[src/rtl/div_pkg.sv]
// Shared definitions for the iterative signed divider and its step datapath.
package div_pkg;

  localparam int DIV_WIDTH = 32;
  localparam int DIV_CNT_W = $clog2(DIV_WIDTH + 1);

  typedef enum logic [1:0] {
    IDLE = 2'd0,
    CALC = 2'd1,
    FIX  = 2'd2,
    DONE = 2'd3
  } div_state_t;

endpackage

[src/rtl/div_step.sv]
// One radix-2 restoring division iteration on unsigned magnitudes.
module div_step #(
  parameter int WIDTH = 32
) (
  input  logic [WIDTH-1:0] i_rem,
  input  logic [WIDTH-1:0] i_quo,
  input  logic [WIDTH-1:0] i_div,
  output logic [WIDTH-1:0] o_rem,
  output logic [WIDTH-1:0] o_quo
);

  logic [WIDTH:0]   w_shifted;
  logic [WIDTH+1:0] w_trial;

  // The shifted remainder needs WIDTH+1 bits; one extra bit carries the trial sign.
  assign w_shifted = {i_rem, i_quo[WIDTH-1]};
  assign w_trial   = {1'b0, w_shifted} - {2'b00, i_div};

  always_comb begin
    o_quo = {i_quo[WIDTH-2:0], 1'b0};
    o_rem = w_shifted[WIDTH-1:0];
    if (!w_trial[WIDTH+1]) begin
      o_quo[0] = 1'b1;
      o_rem    = w_trial[WIDTH-1:0];
    end
  end

endmodule

[src/rtl/sequential_signed_divider.sv]
// Iterative signed divider: magnitude restoring division followed by a sign fix-up.
// state | meaning
// IDLE  | waiting for start
// CALC  | one restoring step per clock, WIDTH steps
// FIX   | apply signs, load Q/R
// DONE  | result valid for one cycle, start accepted
module sequential_signed_divider
  import div_pkg::*;
#(
  parameter int WIDTH = DIV_WIDTH
) (
  input  logic             clk,
  input  logic             reset,
  input  logic             start,
  input  logic [WIDTH-1:0] a,
  input  logic [WIDTH-1:0] b,
  output logic             busy,
  output logic             done,
  output logic [WIDTH-1:0] Q,
  output logic [WIDTH-1:0] R,
  output logic             div_by_zero,
  output logic             overflow
);

  localparam int CW = $clog2(WIDTH + 1);
  localparam logic [CW-1:0] LAST_STEP = CW'(WIDTH - 1);
  localparam logic [WIDTH-1:0] MOST_NEG = {1'b1, {(WIDTH-1){1'b0}}};

  div_state_t       r_state, w_state_nxt;
  logic [CW-1:0]    r_cnt;
  logic [WIDTH-1:0] r_rem, r_quo, r_mag_b;
  logic             r_sign_a, r_sign_b;

  logic             w_accept, w_b_zero, w_ovf;
  logic [WIDTH-1:0] w_abs_a, w_abs_b, w_rem_nxt, w_quo_nxt;

  assign w_accept = start && (r_state == IDLE || r_state == DONE);
  assign w_b_zero = (b == '0);
  assign w_ovf    = (a == MOST_NEG) && (b == '1);
  // Negating the most negative value yields 2^(WIDTH-1) as an unsigned magnitude.
  assign w_abs_a  = a[WIDTH-1] ? (~a + 1'b1) : a;
  assign w_abs_b  = b[WIDTH-1] ? (~b + 1'b1) : b;

  assign busy = (r_state == CALC) || (r_state == FIX);
  assign done = (r_state == DONE);

  div_step #(.WIDTH(WIDTH)) u_step (
    .i_rem (r_rem),
    .i_quo (r_quo),
    .i_div (r_mag_b),
    .o_rem (w_rem_nxt),
    .o_quo (w_quo_nxt)
  );

  always_ff @(posedge clk or posedge reset) begin
    if (reset) r_state <= IDLE;
    else       r_state <= w_state_nxt;
  end

  always_comb begin
    w_state_nxt = r_state;
    case (r_state)
      IDLE, DONE: begin
        if (w_accept) w_state_nxt = (w_b_zero || w_ovf) ? DONE : CALC;
        else          w_state_nxt = IDLE;
      end
      CALC:    if (r_cnt == LAST_STEP) w_state_nxt = FIX;
      FIX:     w_state_nxt = DONE;
      default: w_state_nxt = IDLE;
    endcase
  end

  always_ff @(posedge clk or posedge reset) begin
    if (reset) begin
      r_cnt       <= '0;
      r_rem       <= '0;
      r_quo       <= '0;
      r_mag_b     <= '0;
      r_sign_a    <= 1'b0;
      r_sign_b    <= 1'b0;
      Q           <= '0;
      R           <= '0;
      div_by_zero <= 1'b0;
      overflow    <= 1'b0;
    end else if (w_accept) begin
      r_cnt    <= '0;
      r_rem    <= '0;
      r_quo    <= w_abs_a;
      r_mag_b  <= w_abs_b;
      r_sign_a <= a[WIDTH-1];
      r_sign_b <= b[WIDTH-1];
      if (w_b_zero) begin
        Q           <= '1;
        R           <= a;
        div_by_zero <= 1'b1;
        overflow    <= 1'b0;
      end else if (w_ovf) begin
        Q           <= a;
        R           <= '0;
        div_by_zero <= 1'b0;
        overflow    <= 1'b1;
      end
    end else if (r_state == CALC) begin
      r_rem <= w_rem_nxt;
      r_quo <= w_quo_nxt;
      r_cnt <= r_cnt + 1'b1;
    end else if (r_state == FIX) begin
      Q           <= (r_sign_a ^ r_sign_b) ? (~r_quo + 1'b1) : r_quo;
      R           <= r_sign_a ? (~r_rem + 1'b1) : r_rem;
      div_by_zero <= 1'b0;
      overflow    <= 1'b0;
    end
  end

endmodule

[config.mk]
export PLATFORM = sky130hd
export DESIGN_NAME = sequential_signed_divider
export DESIGN_NICKNAME = d
export VERILOG_FILES = /design/src/rtl/div_pkg.sv /design/src/rtl/div_step.sv /design/src/rtl/sequential_signed_divider.sv
export SDC_FILE = /design/constraint.sdc
export NUM_CORES = 1
export LEC_CHECK = 0
export BUFFER_PORTS_ARGS = -buffer_cell sky130_fd_sc_hd__buf_2
export CAP_MARGIN = 20
export CORE_MARGIN = 10
export CORE_UTILIZATION = 55
export CTS_BUF_LIST = sky130_fd_sc_hd__clkbuf_16
export CTS_CLUSTER_SIZE = 12
export DETAILED_ROUTE_END_ITERATION = 10
export PLACE_DENSITY = 0.76
export SYNTH_ARGS = -nofsm -noshare
export SYNTH_HDL_FRONTEND = slang
export SYNTH_SLANG_ARGS = --single-unit
export TNS_END_PERCENT = 1
[constraint.sdc]
create_clock -name clk -period 7.32 [get_ports clk]
set_clock_uncertainty 0.1 [all_clocks]
set_input_delay 0.732 -clock clk [delete_from_list [all_inputs] [get_ports clk]]
set_output_delay 0.732 -clock clk [all_outputs]
set_load 0.02 [all_outputs]
=== After elaboration in Yosys (flattened, before gate mapping) ===
Index checks and enable logic that the tools add are counted.

* $mul: 0
* Magnitude comparators: 0
* Equality and inequality tests: 9
* $add $sub $neg: 6
* Reductions and logical operators: 11
* Shifts and indexed selects: 0
* Div/mod/pow operators: 0
* Bitwise operators: 5
* Multiplexer cells: 34

{| class="wikitable"
|+ Operator list
! cell !! count
|-
| 2-to-1 mux 32 bit || 19
|-
| adder 32 x 1 -> 32 bit (second input constant) || 4
|-
| NOT 32 bit || 4
|-
| equality test 32 bit (second input constant) || 2
|-
| subtractor 33 x 32 -> 34 bit || 1
|-
| logical NOT 32 bit || 1
|-
| 2-to-1 mux 6 bit || 2
|-
| 2-to-1 mux 1 bit || 9
|-
| adder 6 x 1 -> 6 bit (second input constant) || 1
|-
| equality test 6 x 5 -> 1 bit (second input constant) || 1
|-
| 2-to-1 mux 2 bit || 3
|-
| case mux 2 bit (3 select lines) || 1
|-
| equality test 2 bit (second input constant) || 2
|-
| nonzero test 2 bit || 2
|-
| logical OR 1 bit || 3
|-
| != test 3 x 1 -> 1 bit (second input constant) || 1
|-
| AND reduction 3 bit || 1
|-
| equality test 2 x 1 -> 1 bit (second input constant) || 1
|-
| logical AND 1 bit || 2
|-
| logical NOT 2 bit || 1
|-
| != test 2 x 1 -> 1 bit (second input constant) || 1
|-
| != test 2 bit (second input constant) || 1
|-
| OR reduction 2 bit || 1
|-
| XOR 1 bit || 1
|}

* Flip-flop bits (word level): 172
* Bits of input ports: 67
* Latch bits: 0
* Output and inout bits: 68
* Memories: 0
* Bits in writable memories: 0
* Bits in read-only memories: 0

=== Logic depth before layout (Yosys ltp) ===
Gate-level depths: netlist of run 1.

* Depth after elaboration: 6
* Mapped depth: 13
* Gate-level depth less buffers: 13

=== Cells and area by module ===
From an unflattened synthesis of run 1, not the netlist that was laid out.

* Cell total of the unflattened synthesis: 1477
* Area, all modules: 12982.5 um^2

{| class="wikitable"
|+ Modules (own cells, without submodules)
! module !! instances !! cells an instance !! area an instance (um^2) !! seq. area each (um^2)
|-
| sequential_signed_divider || 1 || 1074 || 10376.2 || 4304.1
|-
| div_step || 1 || 403 || 2606.2 || 0.0
|}

=== Least setup slack after synthesis of run 1 ===
Ideal clock, no wire load.

* Path kind: input port to flip-flop
* Start: input port a[17]
* End: register Q[31]
* Library setup time: 122 ps
* Arrival time: 3112 ps
* Path slack: 3986 ps
* Buffers on the path: 2
* Stages: 11
* Cell sequence: or4_1 > and4bb_1 > nand2_1 > or4_4 > nor3_1 > nor2_1 > a21o_1 > buf_6 > buf_6 > nor3_2 > a21oi_1

* Longest elaborated chain between the ends: 4

{| class="wikitable"
|+ RTL lines
! element !! RTL line !! text
|-
| start: declaration || sequential_signed_divider.sv:15 || <nowiki>input logic [WIDTH-1:0] a,</nowiki>
|-
| equality test 32 bit || sequential_signed_divider.sv:39 || <nowiki>assign w_ovf = (a == MOST_NEG) && (b == '1);</nowiki>
|-
| logical AND 1 bit || sequential_signed_divider.sv:39 ||
|-
| != test 3 x 1 -> 1 bit (no source line) || - ||
|-
| AND reduction 3 bit (no source line) || - ||
|-
| end signal: assignment || sequential_signed_divider.sv:108 || <nowiki>Q <= (r_sign_a ^ r_sign_b) ? (~r_quo + 1'b1) : r_quo;</nowiki>
|-
| end: declaration || sequential_signed_divider.sv:19 || <nowiki>output logic [WIDTH-1:0] Q,</nowiki>
|}

Every way passes these cells.
A chain may end at the register's enable or synchronous reset.

=== Final worst setup path of run 1 ===
* Start: register r_rem[15]
* End: register r_rem[28]

* Longest elaborated chain between the ends: 4

{| class="wikitable"
|+ RTL lines
! element !! RTL line !! text
|-
| start: declaration || sequential_signed_divider.sv:31 || <nowiki>logic [WIDTH-1:0] r_rem, r_quo, r_mag_b;</nowiki>
|-
| start signal: assignment || sequential_signed_divider.sv:104 || <nowiki>r_rem <= w_rem_nxt;</nowiki>
|-
| subtractor 33 x 32 -> 34 bit || div_step.sv:17 || <nowiki>assign w_trial = {1'b0, w_shifted} - {2'b00, i_div};</nowiki>
|-
| 2-to-1 mux 32 bit || div_step.sv:22 || <nowiki>if (!w_trial[WIDTH+1]) begin</nowiki>
|-
| 2-to-1 mux 32 bit || sequential_signed_divider.sv:103 || <nowiki>end else if (r_state == CALC) begin</nowiki>
|-
| 2-to-1 mux 32 bit || sequential_signed_divider.sv:85 || <nowiki>end else if (w_accept) begin</nowiki>
|}

Every way passes these cells. The select of a mux whose other input is x is not followed.

==> results.ini, run 1 <==
[place]
io_buffers = 134
dp.cells = 1744
hpwlAfterDp_mm = 23.7
post-place-ws_ps = 3200
dpl_cell_area_mm2 = 0.0126
gp_congestion = 0.925

[timing]
slew_violations = 0
hold_slack_ps = 371
rsz0062_at_grt = no
maxSlewHeadroom_pct = 24.0
tightest_slew_ps = 1140
fin_ws_ps = 3390
period_minus_slack_ps = 3930
max_freq_mhz = 254
fin_setup_tns_ps = 0
hold_violations = 0
post-route-period-util_pct = 53.7
setup_violations = 0

[pwr]
vdd_drop_max_v = 0.000738
power_leakage_nw = 5.82
clkPwrFrac_pct = 12.3
switchingPower_mw = 3.52
power_frac_seq_pct = 25.4
power_frac_comb_pct = 62.3
p_total_mw = 7.17
internal-power_mw = 3.65
swShare_pct = 49.1
power.density_mw_per_mm2 = 544

[synthesis]
syn_nets = 1523
syn-instance-count = 1414
synth_edf_count = 0
yosys.area.top_type = dfrtp_1
async_flop_share_pct = 100
yosysWarnings = 0
syn-cell-area_mm2 = 0.0118
syn_area_per_cell_um2 = 8.38
post-synth-top-area-fraction_pct = 36.3
yosys.cell_count.top_type = o21ai_0
synthTopCellsByArea = dfrtp_1 36%, o21ai_0 8.0%, xnor2_1 6.4%, nand2_1 5.9%, xor2_1 4.4%
ys_ff_latch = 172
synth_cell_types = 63
ys.flop_type = dfrtp_1
yosysSeqAreaShare_pct = 36.3
synth_common_cells = 189 x o21ai_0, 187 x nand2_1, 172 x dfrtp_1, 88 x a21oi_1, 87 x xnor2_1

[worst_setup_path]
worstSetupPathType = reg -> reg
reg2reg_from = r_rem[15]
rr_endpoint = r_rem[28]
end_kind = flip-flop
critPathLaunch = r_rem[15]
cp-endpoint = r_rem[28]
crit_path_start_kind = flip-flop
worst_r2r_path_depth = 10
arrival_ps = 4110
critPathMaxFanout = 39
r2r_setup_slack_ps = 3390
crit_required_ps = 7500

[route]
drcViolationCount = 0
drt_wl_total_mm = 32.6
drt_iter0_markers = 1010
avgRoutedWirePerCell_um = 18.4
via_per_inst = 6.10
vias = 10800
ant_nets = 0
dr.pass1.iters = 6

[clocking]
numCtsBuffers = 17
ctsResizeCount = 0
post-cts-setup-buffers = 0
clk_latency_ps = 440
clockBufferDepth = 2
clkTransAtPathRegs_ps = 60
cts-htree-levels = 4
clock_sinks = 172
postCtsHoldBufs = 0
cts_tree = done
cts_root_buffer = clkbuf_16

[floorplanning]
core_mm2 = 0.0211
die_width_um = 167
die_area_mm2 = 0.0278
ios = 135
row_count = 53
die_h_um = 167
start_util_pct = 56.2

[grt]
track_usage_pct = 22.8
grt-ovfl-total = 0
antenna_found_initial = 0
grt_max_degree = 132
grt_pass1_vias = 10200
grt_first_pass_wirelength_mm = 53.3

[finish]
stdcell_count = 1775
final_net_count = 1598
n_antenna_cell = 0
fill_cells = 1896
drive_above_1_share_pct = 13.1
fin_area_mm2 = 0.0132
areaGrowthSynthToFinish_pct = 11.3
fin_util_pct = 62.5

[run]
max-cap-violations = 0

[worst_hold_path]
worstHoldPathType = reg -> reg
min_path_cells = 2

[outcome]
status = complete, no violations

-- sequential cells by signal, summed over array words and instances (netlist names) --
name and count:
Q 32, R 32, r_mag_b 32, r_quo 32
r_rem 32, r_cnt 6, r_state 2, div_by_zero 1
overflow 1, r_sign_a 1, r_sign_b 1
-- worst max-delay path, stage by stage (launching register included) --
cell,delay [ps]
dfrtp_1,470
ha_1,390
and3_1,270
nand4_1,170
or4_1,510
o21ai_0,660
a211oi_4,190
buf_4,320
inv_2,310
mux2i_1,280
a21oi_1,90
-- how the worst min path moves through the flow --
stage                           start     endpoint
after floorplan           r_mag_b[10]  r_mag_b[10]
after global placement          R[27]        R[27]
after detailed placement        R[25]        R[25]
after CTS                       R[25]        R[25]
after global routing            Q[26]        Q[26]
final                           R[25]        R[25]
-- kinds of logic after synthesis --
logic type,share of synthesized area [%]
AOI/OAI and AO/OA,23.4
muxes,3.75
xor gates and xnor gates,10.8
DFF,36.3
buffers and inverters,5.11
adders and majority gates,4.50
and+or+nand+nor,16.1
-- layout make-up --
cell class | count | area [µm²] | share of cell area [%]
clock buffer | 17 | 425 | 3.23
inverter | 59 | 226 | 1.72
tap | 275 | 344 | 2.61
timing repair buffer | 146 | 768 | 5.83
multi-input combinational | 1093 | 6980 | 53.0
sequential | 172 | 4300 | 32.7
clock inverter | 13 | 130 | 0.987
-- cell usage in the layout (no fill, tap or decap), types with 21 or more instances in the layout --
cell,n
ha_1,40
nand2_1,186
xnor2_1,87
o31ai_1,34
a21oi_1,88
o21ai_0,189
dfrtp_1,172
xor2_1,59
mux2i_1,41
a22oi_1,24
inv_1,59
nor2_1,61
o22ai_1,27
buf_2,134
or4_1,21
-- power groups by stage --
stage / clock [mW] / combinational [mW] / sequential [mW]
after CTS: 0.888 / 4.44 / 1.81
after global routing: 0.929 / 4.99 / 1.88
final: 0.879 / 4.47 / 1.82
after detailed placement: 0 / 4.41 / 1.83
after global placement: 0 / 4.32 / 1.81
after floorplan: 0 / 3.30 / 1.89
-- metal layers --
metal | routed length [µm] | track usage, %
met1 | 14600 | 30.7
met2 | 14800 | 35.4
met3 | 2300 | 4.38
met4 | 886 | 8.48
met5 | 0 | 0
No activity file was read; power rests on OpenSTA's default activity.
==> run 2: changes to the inputs <==
Settings changed: CORE_UTILIZATION 55 to 54, PLACE_DENSITY 0.76 to 0.77.
Clock period 7.32 ns to 3.3 ns, I/O delays scaled along.
==> run 2 against run 1 <==
Against the previous run:
- the flow now finishes with violations (negative setup slack)
- critical path depth rose by 1
- clock-buffer cell count did not move
- sequential share of layout area fell by 2.0 points
- combinational power rose to 2.5 times the previous value
==> results.ini, run 2 (synthesized netlist as in run 1, its figures left out) <==
[finish]
final_net_count = 1695  ; +6.1%
drive_above_1_share_pct = 19.1  ; +6.0 points
fill_cells = 1824  ; -3.8%
areaGrowthSynthToFinish_pct = 18.7
seq_area_mm2 = 0.00430  ; unchanged
multi_input_area_mm2 = 0.00703  ; +0.73%
final_common_cell = o21ai_0
final_cell_mix = 188 x o21ai_0, 186 x nand2_1, 172 x dfrtp_1
n_antenna_cell = 0  ; unchanged

[worst_setup_path]
crit_path_start_kind = flip-flop
critPathMaxFanout = 2  ; -95%
worstSetupPathType = reg -> reg
worst_r2r_path_depth = 11  ; +1
end_kind = flip-flop
arrival_ps = 3540  ; -570 ps
crit_required_ps = 3520  ; -3980 ps

[timing]
hold_violations = 0  ; unchanged
maxSlewHeadroom_pct = 44.2  ; +20 points
post-route-period-util_pct = 101  ; +47 points
rsz0062_at_grt = yes
max_freq_mhz = 301  ; +19%
setup_violations = 1  ; +1
hold_slack_ps = 101  ; -269 ps
fin_setup_tns_ps = -17.7  ; -17.7 ps
tightest_slew_ps = 838  ; -303 ps
slew_violations = 0  ; unchanged
period_minus_slack_ps = 3320  ; -616 ps
fin_ws_ps = -17.7  ; -3400 ps

[floorplanning]
die_h_um = 168  ; +0.81%
ios = 135  ; unchanged
die_area_mm2 = 0.0283  ; +1.6%
start_util_pct = 54.6  ; -1.6 points
core_mm2 = 0.0217  ; +2.8%
die_width_um = 168  ; +0.81%
row_count = 54  ; +1.9%

[outcome]
violations = negative setup slack
status = complete, but fails checks

[grt]
track_usage_pct = 22.7  ; -0.082 points
grt_pass1_vias = 10800  ; +5.1%
grt_first_pass_wirelength_mm = 54.3  ; +2.0%
grt-ovfl-total = 0  ; unchanged
antenna_found_initial = 0  ; unchanged
grt_max_degree = 83  ; -37%

[worst_hold_path]
worstHoldPathType = in -> reg
min_path_cells = 3  ; +1

[place]
gp_congestion = 0.897  ; -3.1%
io_buffers = 134  ; unchanged
hpwlAfterDp_mm = 24.0  ; +1.2%

[route]
drcViolationCount = 0  ; unchanged
dr.pass1.iters = 5  ; -1
drt_wl_total_mm = 32.8  ; +0.40%
drt_iter0_markers = 1076  ; +6.5%
avgRoutedWirePerCell_um = 17.4  ; -5.2%
via_per_inst = 5.98  ; -2.0%
ant_nets = 0  ; unchanged
vias = 11200  ; +3.8%

[clocking]
cts_tree = done
cts_root_buffer = clkbuf_16
numCtsBuffers = 17  ; unchanged
cts-htree-levels = 4  ; unchanged
clkTransAtPathRegs_ps = 70  ; about the same
clock_sinks = 172  ; unchanged
clockBufferDepth = 2  ; unchanged
clk_latency_ps = 430  ; about the same

[pwr]
vdd_drop_max_v = 0.000583  ; -21%
power_leakage_nw = 6.35  ; +9.2%
power.density_mw_per_mm2 = 1220  ; +120%

[run]
max-cap-violations = 0  ; unchanged

[run 2: what timing repair did]
item | 4_1_cts | 5_1_grt
buffers inserted | 0 | 3
hold buffers | 1 | 0
setup endpoints to repair | 3 | 35
endpoints found under the hold margin | 7 | 0
gates resized for setup | 3 | 12
pin swaps | 1 | 6
[run 2: cell type report]
cell class,count,area share [%]
Tap cell,280,2.49
Sequential cell,172,30.6
Timing Repair Buffer,243,11.4
Multi-Input combinational cell,1093,50.0
Clock inverter,15,0.890
Clock buffer,17,3.03
Inverter,59,1.60
[run 2: worst max-delay path, stage by stage (launching register included)]
cell	delay (ps)
dfrtp_1	400
ha_1	310
a21o_1	200
a2111oi_1	500
nor4b_2	330
buf_4	170
o31a_1	150
o211ai_1	120
a31oi_1	240
a21oi_1	110
mux2_2	290
o31a_1	290
[run 2: final timing paths]
| path | from | slack (ps) | to |
|---|---|---|---|
| max | r_rem[11] | -20 | r_rem[30] |
| min | a[31] | 100 | r_sign_a |
| max reg2reg | r_rem[11] | -20 | r_rem[30] |
| min reg2reg | Q[2] | 370 | Q[2] |
| max in group asynchronous | reset | 2110 | r_rem[30] |
| min in group asynchronous | reset | 300 | r_rem[1] |
[run 2: metal layers]
| layer | global-route usage, % | up-vias | routed length [µm] |
|---|---|---|---|
| met3 | 4.38 | 48 | 2450 |
| met4 | 6.36 | 0 | 677 |
| met2 | 36.1 | 409 | 15000 |
| li1 | - | 5424 | - |
| met1 | 30.8 | 5348 | 14600 |
| met5 | 0 | - | 0 |
[run 2: metrics by stage]
step | cells | utilization, % | area (µm²) | setup WS (ps) | power (mW)
CTS | 1876 | 64.5 | 14000 | -2.12 | 16.9
floorplan | 1414 | - | 11800 | 30.8 | 11.5
global placement | 1843 | 61.9 | 13400 | -24.3 | 14.6
global route | 1879 | 64.8 | 14100 | -164 | 18.7
detailed placement | 1843 | 61.9 | 13400 | -58.7 | 14.9
finish | 1879 | 64.8 | 14100 | -17.7 | 17.2
[run 2: report_power, final]
part           internal [mW]  total, mW  switching [mW]
sequential              3.09       3.89           0.798
clock                   1.04       1.94           0.898
combinational           4.88       11.3            6.47
total                   9.01       17.2            8.17
